[src/rtl/imem_boot_loader.sv]
// Boot sequencer: holds the RV32I core in reset, streams a length-prefixed image
// into instruction memory word by word, then releases the core to fetch from PC 0.
module imem_boot_loader #(
  parameter int ADDR_W = 8
) (
  input  logic              clk_i,
  input  logic              reset_i,
  input  logic              boot_req_i,
  input  logic              run_req_i,
  input  logic [7:0]        s_data_i,
  input  logic              s_valid_i,
  output logic              s_ready_o,
  output logic              imem_we_o,
  output logic [ADDR_W-1:0] imem_addr_o,
  output logic [31:0]       imem_wdata_o,
  output logic              cpu_reset_o,
  output logic              busy_o,
  output logic              done_o,
  output logic              err_o
);

  localparam logic [2:0] ST_HOLD = 3'd0;
  localparam logic [2:0] ST_HDR0 = 3'd1;
  localparam logic [2:0] ST_HDR1 = 3'd2;
  localparam logic [2:0] ST_DATA = 3'd3;
  localparam logic [2:0] ST_FIN  = 3'd4;
  localparam logic [2:0] ST_RUN  = 3'd5;
  localparam logic [2:0] ST_ERR  = 3'd6;

  localparam logic [16:0]       MAX_WORDS = 17'd1 << ADDR_W;
  localparam logic [ADDR_W-1:0] ONE_W     = {{(ADDR_W-1){1'b0}}, 1'b1};
  localparam logic [ADDR_W-1:0] ZERO_W    = {ADDR_W{1'b0}};

  logic [2:0]        state_q, state_d;
  logic [7:0]        n_lo_q, n_lo_d;
  logic [ADDR_W-1:0] last_q, last_d;
  logic [ADDR_W-1:0] word_q, word_d;
  logic [1:0]        byte_q, byte_d;
  logic [23:0]       asm_q, asm_d;

  logic              s_ready_q, s_ready_d;
  logic              imem_we_q, imem_we_d;
  logic [ADDR_W-1:0] imem_addr_q, imem_addr_d;
  logic [31:0]       imem_wdata_q, imem_wdata_d;
  logic              cpu_reset_q, cpu_reset_d;
  logic              busy_q, busy_d;
  logic              done_q, done_d;
  logic              err_q, err_d;

  logic              xfer_s;
  logic [15:0]       n_full_s;
  logic              hdr_bad_s;

  assign xfer_s    = s_valid_i & s_ready_q;
  assign n_full_s  = {s_data_i, n_lo_q};
  // The count is widened so 2**ADDR_W itself is representable and legal.
  assign hdr_bad_s = (n_full_s == 16'd0) || ({1'b0, n_full_s} > MAX_WORDS);

  // Next-state, header capture, word assembly and write strobe generation
  always_comb begin
    state_d      = state_q;
    n_lo_d       = n_lo_q;
    last_d       = last_q;
    word_d       = word_q;
    byte_d       = byte_q;
    asm_d        = asm_q;
    imem_we_d    = 1'b0;
    imem_addr_d  = imem_addr_q;
    imem_wdata_d = imem_wdata_q;
    if (boot_req_i) begin
      // Restart wins over everything, including a byte accepted this cycle.
      state_d = ST_HDR0;
      word_d  = ZERO_W;
      byte_d  = 2'd0;
      asm_d   = 24'd0;
    end else begin
      case (state_q)
        ST_HOLD: begin
          if (run_req_i) begin
            state_d = ST_RUN;
          end else begin
            state_d = ST_HOLD;
          end
        end
        ST_HDR0: begin
          if (xfer_s) begin
            n_lo_d  = s_data_i;
            state_d = ST_HDR1;
          end else begin
            state_d = ST_HDR0;
          end
        end
        ST_HDR1: begin
          if (xfer_s) begin
            if (hdr_bad_s) begin
              state_d = ST_ERR;
            end else begin
              state_d = ST_DATA;
              last_d  = ADDR_W'(n_full_s - 16'd1);
              word_d  = ZERO_W;
              byte_d  = 2'd0;
              asm_d   = 24'd0;
            end
          end else begin
            state_d = ST_HDR1;
          end
        end
        ST_DATA: begin
          if (xfer_s) begin
            byte_d = byte_q + 2'd1;
            asm_d  = {s_data_i, asm_q[23:8]};
            if (byte_q == 2'd3) begin
              imem_we_d    = 1'b1;
              imem_addr_d  = word_q;
              imem_wdata_d = {s_data_i, asm_q};
              if (word_q == last_q) begin
                state_d = ST_FIN;
              end else begin
                word_d = word_q + ONE_W;
              end
            end else begin
              state_d = ST_DATA;
            end
          end else begin
            state_d = ST_DATA;
          end
        end
        ST_FIN:  state_d = ST_RUN;
        ST_RUN:  state_d = ST_RUN;
        ST_ERR:  state_d = ST_ERR;
        default: state_d = ST_HOLD;
      endcase
    end
  end

  // Moore outputs are decoded from the next state so they register with it
  always_comb begin
    s_ready_d   = (state_d == ST_HDR0) || (state_d == ST_HDR1) || (state_d == ST_DATA);
    busy_d      = s_ready_d || (state_d == ST_FIN);
    cpu_reset_d = (state_d != ST_RUN);
    done_d      = (state_q == ST_FIN) && (state_d == ST_RUN);
    err_d       = (state_d == ST_ERR);
  end

  // State, counters and registered outputs
  always_ff @(posedge clk_i or posedge reset_i) begin
    if (reset_i) begin
      state_q      <= ST_HOLD;
      n_lo_q       <= 8'd0;
      last_q       <= ZERO_W;
      word_q       <= ZERO_W;
      byte_q       <= 2'd0;
      asm_q        <= 24'd0;
      s_ready_q    <= 1'b0;
      imem_we_q    <= 1'b0;
      imem_addr_q  <= ZERO_W;
      imem_wdata_q <= 32'd0;
      cpu_reset_q  <= 1'b1;
      busy_q       <= 1'b0;
      done_q       <= 1'b0;
      err_q        <= 1'b0;
    end else begin
      state_q      <= state_d;
      n_lo_q       <= n_lo_d;
      last_q       <= last_d;
      word_q       <= word_d;
      byte_q       <= byte_d;
      asm_q        <= asm_d;
      s_ready_q    <= s_ready_d;
      imem_we_q    <= imem_we_d;
      imem_addr_q  <= imem_addr_d;
      imem_wdata_q <= imem_wdata_d;
      cpu_reset_q  <= cpu_reset_d;
      busy_q       <= busy_d;
      done_q       <= done_d;
      err_q        <= err_d;
    end
  end

  assign s_ready_o    = s_ready_q;
  assign imem_we_o    = imem_we_q;
  assign imem_addr_o  = imem_addr_q;
  assign imem_wdata_o = imem_wdata_q;
  assign cpu_reset_o  = cpu_reset_q;
  assign busy_o       = busy_q;
  assign done_o       = done_q;
  assign err_o        = err_q;

endmodule

[config.mk]
export PLATFORM = sky130hd
export DESIGN_NAME = imem_boot_loader
export DESIGN_NICKNAME = d
export VERILOG_FILES = /design/src/rtl/imem_boot_loader.sv
export SDC_FILE = /design/constraint.sdc
export NUM_CORES = 1
export LEC_CHECK = 0
export CAP_MARGIN = 20
export CORE_MARGIN = 2
export CORE_UTILIZATION = 54
export CTS_CLUSTER_SIZE = 25
export DETAILED_ROUTE_END_ITERATION = 16
export HOLD_SLACK_MARGIN = 0.15
export PLACE_DENSITY = 0.79
export SLEW_MARGIN = 25
export SYNTH_ARGS = -nofsm -noshare
export SYNTH_HDL_FRONTEND = slang
export SYNTH_SLANG_ARGS = --single-unit
[constraint.sdc]
create_clock -name clk_i -period 3.4 [get_ports clk_i]
set_input_delay 0.51 -clock clk_i [delete_from_list [all_inputs] [get_ports clk_i]]
set_output_delay 0.51 -clock clk_i [all_outputs]
set_load 0.1 [all_outputs]
**Word level (Yosys, flattened, before mapping)**

Cells that the tools add are included.

- Logic and storage cells: 85
- Bits in registers: 99
- Input port bits: 13

- Add/subtract/negate cells: 3
- Magnitude comparators: 1
- Reduce and logical (&&, ||, !) cells: 14
- Muxes and demuxes: 30
- Bitwise operators: 3
- Eq/ne operators: 20

Operators by type and width:

| operator | count |
|---|---|
| 2-to-1 mux 24 bit | 4 |
| 2-to-1 mux 8 bit | 6 |
| one-hot mux 24 bit (2 select lines) | 1 |
| 2-to-1 mux 3 bit | 7 |
| == test 3 bit (second input constant) | 6 |
| != test 3 bit (second input constant) | 6 |
| one-hot mux 3 bit (6 select lines) | 1 |
| greater-than comparator 16 x 9 -> 1 bit (second input constant) | 1 |
| logical NOT 16 bit | 1 |
| one-hot mux 8 bit (2 select lines) | 1 |
| == test 3 x 2 -> 1 bit (second input constant) | 4 |
| AND reduction 4 bit | 3 |
| 2-to-1 mux 2 bit | 5 |
| adder 8 x 1 -> 8 bit (second input constant) | 1 |
| == test 8 bit | 1 |
| subtractor 8 x 1 -> 8 bit (second input constant) | 1 |
| == test 3 x 1 -> 1 bit (second input constant) | 2 |
| AND reduction 6 bit | 1 |
| logical OR 1 bit | 4 |
| 2-to-1 mux 1 bit | 4 |
| one-hot mux 2 bit (2 select lines) | 1 |
| logical NOT 3 bit | 1 |
| AND reduction 3 bit | 1 |
| nonzero test 3 bit | 1 |
| 6 further kinds | 7 |

**Logic depth before layout (Yosys ltp)**

Gate-level depths: netlist of run 1.

- Word-level depth: 10
- Depth in mapped cells: 9
- Mapped depth without buffers: 8

**Least setup slack after synthesis of run 1**

No wires, ideal clock.

- Path type: reg2reg
- Start: register s_ready_q, in the netlist s_ready_o
- End: register word_q[2]
- Cell stages (with the launch flop): 7
- Setup slack: 896 ps
- Arrival time: 2383 ps
- Setup time: 120 ps
- Path buffers: 0
- Path through: dfrtp_1 > nand2_1 > nor4b_1 > nor2_1 > or2_2 > o311a_1 > a31o_2

- Cells in the longest elaborated chain, start to end: 3

RTL lines:

| what | line | RTL |
|---|---|---|
| start: declaration | 41 | `logic s_ready_q, s_ready_d;` |
| start signal: assignment | 169 | `s_ready_q <= s_ready_d;` |
| AND 1 bit (*) | 54 | `assign xfer_s = s_valid_i & s_ready_q;` |
| != test 3 bit (no line) | -- |  |
| AND reduction 6 bit (no line) (*) | -- |  |
| end signal: assignment | 166 | `word_q <= word_d;` |
| end: declaration | 37 | `logic [ADDR_W-1:0] word_q, word_d;` |

Every way passes the cells marked *; elsewhere a longest branch is shown, timed or not.
A chain may end at the register's enable or synchronous reset.

**Final worst setup path of run 1**

- Start: register n_lo_q[0]
- End: register word_q[5]

- Cells in the longest elaborated chain, start to end: 4

RTL lines:

| what | line | RTL |
|---|---|---|
| start: declaration | 35 | `logic [7:0] n_lo_q, n_lo_d;` |
| start signal: assignment | 164 | `n_lo_q <= n_lo_d;` |
| greater-than comparator 16 x 9 -> 1 bit / logical NOT 16 bit (equally long branches) | 57 | `assign hdr_bad_s = (n_full_s == 16'd0) \|\| ({1'b0, n_full_s} > MAX_WORDS);` |
| logical OR 1 bit (*) | 57 |  |
| != test 3 bit (no line) (*) | -- |  |
| AND reduction 6 bit (no line) (*) | -- |  |

Marks and branches as above.

==> metrics.md, run 1 <==
| Metric | Value |
|---|---|
| Post-Route Utilization | `66.6%` |
| Final nets | `between 300 and 400` |
| Syn Area/Cell | `13.1 um2` |
| Clk buf depth | `2` |
| PwrDens | `543 mW/mm2` |
| HPWL after DPL | `between 5000 and 6000 um` |
| #FFs+latches synth | `99` |
| Setup Crit Path Kind | `reg2reg` |
| Share of layout cells above drive strength 1 | `22.8%` |
| Filler instances | `~550` |
| Worst-Skew Late Latency | `between 0.3 and 0.4 ns` |
| Clock Sinks | `99` |
| Vias in the first global route | `2616` |
| Port bufs | `58` |
| Core area | `0.00761 mm2` |
| Tcrit/Tclk final | `between 80% and 90%` |
| EDFF count, synth | `0` |
| RR Startpoint | `n_lo_q[0]` |
| Cells after synthesis | `321` |
| Via density | `5.68` |
| Syn. warnings | `0` |
| Sequential share of the synthesized area | `59.1%` |
| Max-slew violations | `0` |
| Netlist Area Pre-Place | `0.00419 mm2` |
| Worst slew margin | `34.1%` |
| Worst slew pin tran | `0.986 ns` |
| First-pass GRT wire length | `13300 um` |
| Reg2reg end | `word_q[5]` |
| Peak supply drop | `0.501 mV` |
| Routed WL per cell | `16.1 um` |
| Status | `complete, no violations` |
| WP data arrival | `3.22 ns` |
| Leading area contributor after synthesis | `dfrtp_1` |
| First DRT Iteration DRCs | `159` |
| HP Class | `in2async` |
| H-tree Lvls | `3` |
| Setup_tns | `0 ns` |
| Worst R2R Path Depth | `8` |
| Max Clk Rate | `340 MHz` |
| Fin crit period | `2.94 ns` |
| Drt pass-1 iters | `4` |
| Lkg Pwr | `2.33 nW` |
| Clock Skew | `around 0.012 ns` |
| Total setup buffers inserted after CTS | `0` |
| Pre-CTS setup slack | `between 0.3 and 0.4 ns` |
| CP endpoint kind | `register` |
| Post-cts resize count | `0` |
| Crit Path Max Fanout | `13` |
| Largest net degree at the start of global routing | `92` |
| Synth cell count leaders | `98 x dfrtp_1, 51 x mux2_2, 25 x a22o_1` |
| Ant diodes | `0` |
| Post-Syn Nets | `337` |
| Post-DP Area | `0.00489 mm2` |
| CTS root buffer | `clkbuf_8` |
| ANT nets after route | `0` |
| Finished Layout Cells | `slightly below 500` |
| Reg2Reg Setup Slack | `0.46 ns` |
| Starting Density | `55.1%` |
| FFs w/ async S/R, synth | `100%` |
| Max_cap viols | `0` |
| Post-synth top area share | `58.5%` |
| Drc violations | `0` |
| Die height | `92.1 um` |
| Total gr overflow | `0` |
| Post-synth top flop | `dfrtp_1` |
| Fin Hold WS | `0.393 ns` |
| Gpl congestion | `0.890` |
| Die area | `0.00849 mm2` |
| Number of I/O pins | `between 50 and 60` |
| Top-count cell post-synth | `dfrtp_1` |
| Initial antenna violation count | `0` |
| Fin area | `0.00507 mm2` |
| Die Wd | `slightly above 90 um` |
| DRT Wirelength | `7860 um` |
| Synth unique cells | `54` |
| Synth area leaders | `dfrtp_1 58%, mux2_2 14%, a22o_1 5.2%` |
| Cells after DPL | `between 400 and 500` |
| Clock slew at reported path FFs | `0.10 ns` |
| Hold buffers post-CTS | `0` |
| Std-Cell Rows | `32` |
| Final setup violating endpoints | `0` |
| Routed vias | `2770` |
| Final Hold Viols | `0` |
| Global Route Usage Sum | `20.0%` |
| CP required | `3.68 ns` |
| Area delta synth->final | `20.9%` |
| Number of buffers created by CTS | `9` |
| CTS tree | `done` |
| Worst Slack Setup Final | `between 0.4 and 0.5 ns` |
| PnR Total Power | `2.75 mW` |
| RSZ-0062 raised after global routing | `no` |
| Startpoint types | `register` |
## kinds of logic (layout without fill, tap and decap cells)
family	after synthesis	in the layout	synth area share (%)
adders and majority gates	3	3	0.895
and+or+nand+nor	74	74	9.58
DFF	99	99	59.1
xor gates and xnor gates	14	14	2.92
AOI/OAI and AO/OA	58	58	11.2
buffers and inverters	22	87	2.63
muxes	51	51	13.7
## layer usage
metal  track usage, %  up-vias  share of wire (%)
met2             30.6       83                 48
li1                 -     1299                  -
met3             3.53        6                4.3
met1             29.2     1382                 46
met5                0        -                  0
met4             6.59        0               0.92
## sequential cells by signal (all words and copies together) (netlist names)
| name | cells |
|---|---|
| word_q | 8 |
| imem_wdata_o | 32 |
| imem_we_o | 1 |
| done_o | 1 |
| err_o | 1 |
| imem_addr_o | 8 |
| last_q | 8 |
| asm_q | 24 |
| busy_o | 1 |
| cpu_reset_o | 1 |
| n_lo_q | 8 |
| s_ready_o | 1 |
| byte_q | 2 |
| state_q | 3 |
## layout by cell type (no fill, tap or decap), types with 6 or more instances in the layout
cell type	Yosys	layout
a22o_1	25	25
clkbuf_8	0	9
clkdlybuf4s50_1	0	57
dfrtp_1	98	98
inv_1	7	6
mux2_2	51	51
nand2_1	17	16
nand3_1	8	8
nor2_1	17	16
o21ai_0	8	8
xnor2_1	13	13
## how the worst max path moves through the flow
stage                      startpoint  cells past startpoint   endpoint  slack, ns
after floorplan               reset_i                      1   asm_q[0]       0.30
after global placement    s_data_i[5]                      7  word_q[2]       0.42
after detailed placement  s_data_i[1]                      7     busy_o       0.36
after CTS                   n_lo_q[0]                      8  word_q[5]       0.45
after global routing        n_lo_q[0]                      8  word_q[6]       0.28
final                       n_lo_q[0]                      8  word_q[5]       0.46
## critical path, stage by stage (launching register included)
cell,delay (ns)
dfrtp_1,0.44
inv_1,0.08
ha_1,0.19
or3b_2,0.46
or3_4,0.37
a311oi_4,0.57
nor2_2,0.16
or4_1,0.52
o21ai_1,0.08
## report_power, final
group	internal [mW]	total, mW	switching, mW
clock network	0.274	0.673	0.398
logic	0.259	0.664	0.405
registers	1.28	1.42	0.135
total	1.81	2.75	0.939
## area by class of cell
type / count / area (um2) / area share (%)
clock inverter: 6 / 47.5 / 0.938
multi-input combinational: 200 / 1610 / 31.8
clock buffer: 10 / 128 / 2.52
timing repair buffer: 64 / 648 / 12.8
inverter: 7 / 28.8 / 0.568
tap: 102 / 128 / 2.52
sequential: 99 / 2480 / 48.9
(Power assumes the default switching activity.)
==> run 2, diff against run 1 <==
--- a/config.mk
+++ b/config.mk
@@ -7,11 +7,11 @@
 export LEC_CHECK = 0
 export CAP_MARGIN = 20
 export CORE_MARGIN = 2
-export CORE_UTILIZATION = 54
+export CORE_UTILIZATION = 55
 export CTS_CLUSTER_SIZE = 25
 export DETAILED_ROUTE_END_ITERATION = 16
 export HOLD_SLACK_MARGIN = 0.15
-export PLACE_DENSITY = 0.79
+export PLACE_DENSITY = 0.8
 export SLEW_MARGIN = 25
 export SYNTH_ARGS = -nofsm -noshare
 export SYNTH_HDL_FRONTEND = slang
==> constraint.sdc (replaced) <==
create_clock -name clk_i -period 3.6 [get_ports clk_i]
set_input_delay 0.54 -clock clk_i [delete_from_list [all_inputs] [get_ports clk_i]]
set_output_delay 0.54 -clock clk_i [all_outputs]
set_load 0.1 [all_outputs]
==> run 2 against run 1 <==
Final cell count is 0.82% lower. Routed wire length up 0.37%. Via count up 0.58%. Die area shrank 1.7%. Critical path depth stayed put. Largest power group unchanged. Cell area about the same. Hold slack improved by 0.12 ns. Clock power rose by 1%. Flip-flop and latch count unchanged. Total power is 4.3% lower. First-iteration DRC count up 8.2%.
==> metrics.md, run 2 (synthesized netlist as in run 1, its figures left out) <==
| Metric | Value |
|---|---|
| Filler instances | `515 (-5.5%)` |
| P_int | `1.72 mW (-4.9%)` |
| Std-Cell Rows | `31 (-3.1%)` |
| Clk buf depth | `2 (unchanged)` |
| Total gr overflow | `0 (unchanged)` |
| Routed vias | `2786 (+0.58%)` |
| Worst slew pin tran | `0.994 ns (+0.00872 ns)` |
| Setup Crit Path Kind | `reg2reg` |
| Worst R2R Path Depth | `8 (unchanged)` |
| Die height | `91.3 um (-0.87%)` |
| HP Class | `reg2reg` |
| M2 GR Usage | `30.6% (about the same)` |
| Met1 GRT Util | `31.3% (+2.0 points)` |
| WP data arrival | `3.26 ns (+0.04 ns)` |
| Worst slew margin | `33.5% (-0.58 points)` |
| Max Clk Rate | `336 MHz (-1.2%)` |
| Worst Slack Setup Final | `0.626 ns (+0.165 ns)` |
| Commonest non-fill, non-tap cell in the layout | `dfrtp_1` |
| Gpl congestion | `0.861 (-3.2%)` |
| Max-slew violations | `0 (unchanged)` |
| Routed WL per cell | `16.3 um (+1.2%)` |
| Number of I/O pins | `59 (unchanged)` |
| Sw frac | `34.6% (+0.45 points)` |
| Final setup violating endpoints | `0 (unchanged)` |
| Finished Layout Cells | `484 (-0.82%)` |
| Starting Density | `57.2% (+2.1 points)` |
| PwrDens | `520 mW/mm2 (-4.3%)` |
| RSZ-0062 raised after global routing | `no` |
| Seq pwr share | `50.7% (-0.7 points)` |
| Number of buffers created by CTS | `9 (unchanged)` |
| Area of the multi-input gates | `0.00161 mm2 (unchanged)` |
| RR Startpoint | `n_lo_q[0]` |
| Hold buffers post-CTS | `0 (unchanged)` |
| Lkg Pwr | `2.34 nW (+0.33%)` |
| Area delta synth->final | `21.0% (about the same)` |
| Ant diodes | `0 (unchanged)` |
| Initial antenna violation count | `0 (unchanged)` |
| HPWL after DPL | `5550 um (-0.74%)` |
| Setup_tns | `0 ns (unchanged)` |
| Worst setup endpoint | `word_q[5]` |
| First DRT Iteration DRCs | `172 (+8.2%)` |
| P_sw | `0.911 mW (-3.0%)` |
| Storage cell area | `0.00248 mm2 (unchanged)` |
| Clock slew at reported path FFs | `0.10 ns (about the same)` |
| Die Wd | `91.3 um (-0.87%)` |
| CTS tree | `done` |
| Port bufs | `58 (unchanged)` |
| H-tree Lvls | `3 (unchanged)` |
| Vias in the first global route | `2615 (-0.038%)` |
| Peak supply drop | `0.436 mV (-13%)` |
| Startpoint types | `register` |
| DRT Wirelength | `7880 um (+0.37%)` |
| Final nets | `396 (-0.25%)` |
| Reg2reg end | `word_q[5]` |
| Final Hold Viols | `0 (unchanged)` |
| Fin crit period | `2.97 ns (+0.0346 ns)` |
| Largest net degree at the start of global routing | `100 (+8.7%)` |
| Status | `complete, no violations` |
| Worst-Skew Late Latency | `0.36 ns (about the same)` |
| Drc violations | `0 (unchanged)` |
| Post-cts resize count | `0 (unchanged)` |
| Tcrit/Tclk final | `82.6% (-3.8 points)` |
| Max reg flops | `32 (unchanged)` |
| Max_cap viols | `0 (unchanged)` |
| Crit Path Max Fanout | `13 (unchanged)` |
| ANT nets after route | `0 (unchanged)` |
| Cells after DPL | `468 (-0.85%)` |
| Share of layout cells above drive strength 1 | `22.6% (-0.20 points)` |
| CP endpoint kind | `register` |
| Reg2Reg Setup Slack | `0.63 ns (+0.17 ns)` |
| Clock Skew | `0.0127 ns (+0.000557 ns)` |
| M3 GR Usage | `3.24% (-0.30 points)` |
| Die area | `0.00834 mm2 (-1.7%)` |
| CTS root buffer | `clkbuf_8` |
| Pre-CTS setup slack | `0.549 ns (+0.187 ns)` |
| Clock share of power | `25.8% (+1.4 points)` |
| Total setup buffers inserted after CTS | `0 (unchanged)` |
| Via density | `5.76 (+1.4%)` |
| GRT Max-Usage Layer | `met1` |
| Clock Sinks | `99 (unchanged)` |
| Most frequent cells in the layout | `98 x dfrtp_1, 58 x clkdlybuf4s50_1, 51 x mux2_2` |
| Global Route Usage Sum | `20.5% (+0.51 points)` |
| First-pass GRT wire length | `13600 um (+1.8%)` |
| Critical path origin | `n_lo_q[0]` |
| Drt pass-1 iters | `4 (unchanged)` |
| CP required | `3.88 ns (+0.20 ns)` |
| Core area | `0.00733 mm2 (-3.6%)` |
| Comb pwr share | `23.6% (-0.5 points)` |
| Fin Hold WS | `0.511 ns (+0.118 ns)` |
| PnR Total Power | `2.64 mW (-4.3%)` |
run 2: power groups by stage:
stage / combinational [mW] / clock (mW) / sequential, mW
floorplan: 0.425 / 0 / 1.40
global placement: 0.607 / 0 / 1.35
detailed placement: 0.618 / 0 / 1.36
CTS: 0.624 / 0.693 / 1.33
global route: 0.676 / 0.750 / 1.35
finish: 0.621 / 0.680 / 1.33
run 2: worst max-delay path, cell delays in order, from the launching register on:
cell and delay [ns]:
dfrtp_1 0.45, inv_1 0.08, ha_1 0.19, or3b_2 0.47, or3_4 0.37, a311oi_4 0.57, nor2_2 0.16, or4_1 0.52
o21ai_1 0.09
run 2: per-layer routing:
metal	vias up	share of wire [%]
met5	-	0
met4	0	1.3
met3	10	4.4
met2	85	47
met1	1394	47
li1	1297	-
run 2: area by class of cell:
cell class,count,share of cell area [%]
Tap cell,99,2.44
Multi-Input combinational cell,200,31.7
Inverter,7,0.567
Clock inverter,7,1.28
Sequential cell,99,48.9
Timing Repair Buffer,63,12.7
Clock buffer,9,2.44
run 2: worst min path at each step:
stage | from | end | cells after the start
floorplan | asm_q[0] | asm_q[0] | 1
global placement | asm_q[0] | asm_q[0] | 1
detailed placement | asm_q[3] | asm_q[3] | 1
CTS | asm_q[6] | asm_q[6] | 1
global route | asm_q[6] | asm_q[6] | 1
finish | asm_q[6] | asm_q[6] | 1
run 2: metrics by stage:
step	utilization (%)	instance area, um2
3_5_place_dp	66.6	4880
3_3_place_gp	66.6	4880
4_1_cts	69.2	5070
6_report	69.2	5070
5_1_grt	69.2	5070
2_1_floorplan	-	4190
==> run 3, diff against run 2 <==
--- a/config.mk
+++ b/config.mk
@@ -7,11 +7,11 @@
 export LEC_CHECK = 0
 export CAP_MARGIN = 20
 export CORE_MARGIN = 2
-export CORE_UTILIZATION = 55
+export CORE_UTILIZATION = 54
 export CTS_CLUSTER_SIZE = 25
 export DETAILED_ROUTE_END_ITERATION = 16
 export HOLD_SLACK_MARGIN = 0.15
-export PLACE_DENSITY = 0.8
+export PLACE_DENSITY = 0.79
 export SLEW_MARGIN = 25
 export SYNTH_ARGS = -nofsm -noshare
 export SYNTH_HDL_FRONTEND = slang
==> constraint.sdc (replaced) <==
create_clock -name clk_i -period 3.1 [get_ports clk_i]
set_input_delay 0.465 -clock clk_i [delete_from_list [all_inputs] [get_ports clk_i]]
set_output_delay 0.465 -clock clk_i [all_outputs]
set_load 0.1 [all_outputs]
==> run 3 against run 2 <==
Cell area down 1.7%. Clock power up 17%. Non-clock buffer count up 5. Setup slack worse by 0.43 ns. Routed wire length down 0.81%. Critical path depth unchanged. Critical path type unchanged. Final cell count up 1.7%. Hold slack worse by 0.016 ns. Core utilization down 3.6 points. Total power up 16%.
==> metrics.md, run 3 (synthesized netlist as in run 1, its figures left out) <==
| Metric | Value |
|---|---|
| Hold buffers post-CTS | `0 (unchanged)` |
| HPWL after DPL | `5590 um (+0.64%)` |
| HP Class | `in2async` |
| Post-cts resize count | `0 (unchanged)` |
| Worst-Skew Late Latency | `0.36 ns (about the same)` |
| First DRT Iteration DRCs | `108 (-37%)` |
| Die Wd | `92.1 um (+0.88%)` |
| Starting Density | `55.1% (-2.1 points)` |
| Drt pass-1 iters | `5 (+1)` |
| Std-Cell Rows | `32 (+3.2%)` |
| PwrDens | `613 mW/mm2 (+18%)` |
| Number of buffers created by CTS | `9 (unchanged)` |
| Port bufs | `58 (unchanged)` |
| CTS root buffer | `clkbuf_8` |
| Routed vias | `2764 (-0.79%)` |
| PnR Total Power | `3.06 mW (+16%)` |
| Drc violations | `0 (unchanged)` |
| Worst slew margin | `46.9% (+13 points)` |
| Setup_tns | `0 ns (unchanged)` |
| Clock share of power | `26.0% (+0.2 points)` |
| Routed WL per cell | `15.9 um (-2.4%)` |
| Sw frac | `34.6% (+0.059 points)` |
| P_int | `2.00 mW (+16%)` |
| Share of layout cells above drive strength 1 | `35.4% (+13 points)` |
| Fin crit period | `2.90 ns (-0.0703 ns)` |
| Storage cell area | `0.00248 mm2 (unchanged)` |
| H-tree Lvls | `3 (unchanged)` |
| RSZ-0062 raised after global routing | `no` |
| CP required | `3.39 ns (-0.49 ns)` |
| Via density | `5.62 (-2.4%)` |
| Max_cap viols | `0 (unchanged)` |
| Crit Path Max Fanout | `13 (unchanged)` |
| Largest net degree at the start of global routing | `60 (-40%)` |
| Core area | `0.00761 mm2 (+3.8%)` |
| Most frequent cells in the layout | `98 x dfrtp_1, 55 x buf_4, 51 x mux2_2` |
| Worst R2R Path Depth | `8 (unchanged)` |
| Setup Crit Path Kind | `reg2reg` |
| ANT nets after route | `0 (unchanged)` |
| CP endpoint kind | `register` |
| Max-slew violations | `0 (unchanged)` |
| CTS tree | `done` |
| Worst slew pin tran | `0.796 ns (-0.198 ns)` |
| Ant diodes | `0 (unchanged)` |
| Startpoint types | `register` |
| Die height | `92.1 um (+0.88%)` |
| Seq pwr share | `50.8% (about the same)` |
| Clk buf depth | `2 (unchanged)` |
| Number of I/O pins | `59 (unchanged)` |
| Comb pwr share | `23.2% (-0.4 points)` |
| Final setup violating endpoints | `0 (unchanged)` |
| Die area | `0.00849 mm2 (+1.8%)` |
| Reg2Reg Setup Slack | `0.20 ns (-0.43 ns)` |
| Clock Sinks | `99 (unchanged)` |
| Tcrit/Tclk final | `93.7% (+11 points)` |
| Final Hold Viols | `0 (unchanged)` |
| Peak supply drop | `0.440 mV (+0.97%)` |
| Commonest non-fill, non-tap cell in the layout | `dfrtp_1` |
| Area delta synth->final | `19.0%` |
| Max Clk Rate | `344 MHz (+2.4%)` |
| Initial antenna violation count | `0 (unchanged)` |
| First-pass GRT wire length | `13100 um (-3.7%)` |
| Clock Skew | `0.0136 ns (+0.000890 ns)` |
| Global Route Usage Sum | `19.7% (-0.83 points)` |
| RR Startpoint | `n_lo_q[0]` |
| Status | `complete, no violations` |
| Area of the multi-input gates | `0.00161 mm2 (unchanged)` |
| Final nets | `401 (+1.3%)` |
| Lkg Pwr | `2.45 nW (+4.7%)` |
| Clock slew at reported path FFs | `0.10 ns (about the same)` |
| Filler instances | `582 (+13%)` |
| Gpl congestion | `0.916 (+6.3%)` |
| Reg2reg end | `word_q[6]` |
| Vias in the first global route | `2604 (-0.42%)` |
| Total gr overflow | `0 (unchanged)` |
| Max reg flops | `32 (unchanged)` |
| Total setup buffers inserted after CTS | `0 (unchanged)` |
| P_sw | `1.06 mW (+16%)` |
| WP data arrival | `3.19 ns (-0.07 ns)` |
| DRT Wirelength | `7820 um (-0.81%)` |
==> run 3: routing by layer <==
| metal | track usage (%) | vias to the layer above | part of all wire [%] |
|---|---|---|---|
| met5 | 0 | - | 0 |
| met2 | 29.8 | 70 | 47 |
| met4 | 7.09 | 0 | 1.2 |
| met3 | 2.96 | 9 | 3.5 |
| li1 | - | 1304 | - |
| met1 | 29.1 | 1381 | 48 |
==> run 3: worst max path at each step <==
stage / startpoint / end / cells after the start
2_1_floorplan: reset_i / asm_q[0] / 1
3_3_place_gp: s_data_i[1] / busy_o / 8
3_5_place_dp: n_lo_q[0] / word_q[6] / 8
4_1_cts: n_lo_q[0] / word_q[6] / 8
5_1_grt: n_lo_q[0] / word_q[6] / 8
6_report: n_lo_q[0] / word_q[6] / 8
==> run 3: cell type report <==
type	count	share of cell area (%)
Sequential cell	99	49.7
Multi-Input combinational cell	200	32.3
Timing Repair Buffer	68	11.1
Tap cell	102	2.56
Clock buffer	9	2.48
Clock inverter	7	1.35
Inverter	7	0.577
==> run 3: power by group through the flow <==
stage / clock (mW) / sequential [mW] / combinational (mW)
floorplan: 0 / 1.63 / 0.493
global placement: 0 / 1.57 / 0.695
detailed placement: 0 / 1.58 / 0.709
CTS: 0.823 / 1.55 / 0.713
global route: 0.873 / 1.57 / 0.776
finish: 0.795 / 1.55 / 0.710
==> run 3: metrics by stage <==
step / area [um2] / utilization (%) / instances / setup slack (ns) / hold WS, ns
3_3_place_gp: 4800 / 63.1 / 476 / 0.273 / 0.487
6_report: 4990 / 65.6 / 492 / 0.197 / 0.495
2_1_floorplan: 4190 / - / 321 / 0.0462 / 0.462
3_5_place_dp: 4800 / 63.1 / 476 / 0.252 / 0.481
5_1_grt: 4990 / 65.6 / 492 / 0.0406 / 0.525
4_1_cts: 4990 / 65.6 / 492 / 0.220 / 0.512
==> run 3: critical path, stage by stage, from the launching register on <==
cell and delay, ns:
dfrtp_1 0.43, inv_1 0.08, ha_1 0.20, or3b_2 0.47, or3_4 0.37, a311oi_4 0.53, nor2_2 0.16, or4_1 0.52
o21ai_1 0.08
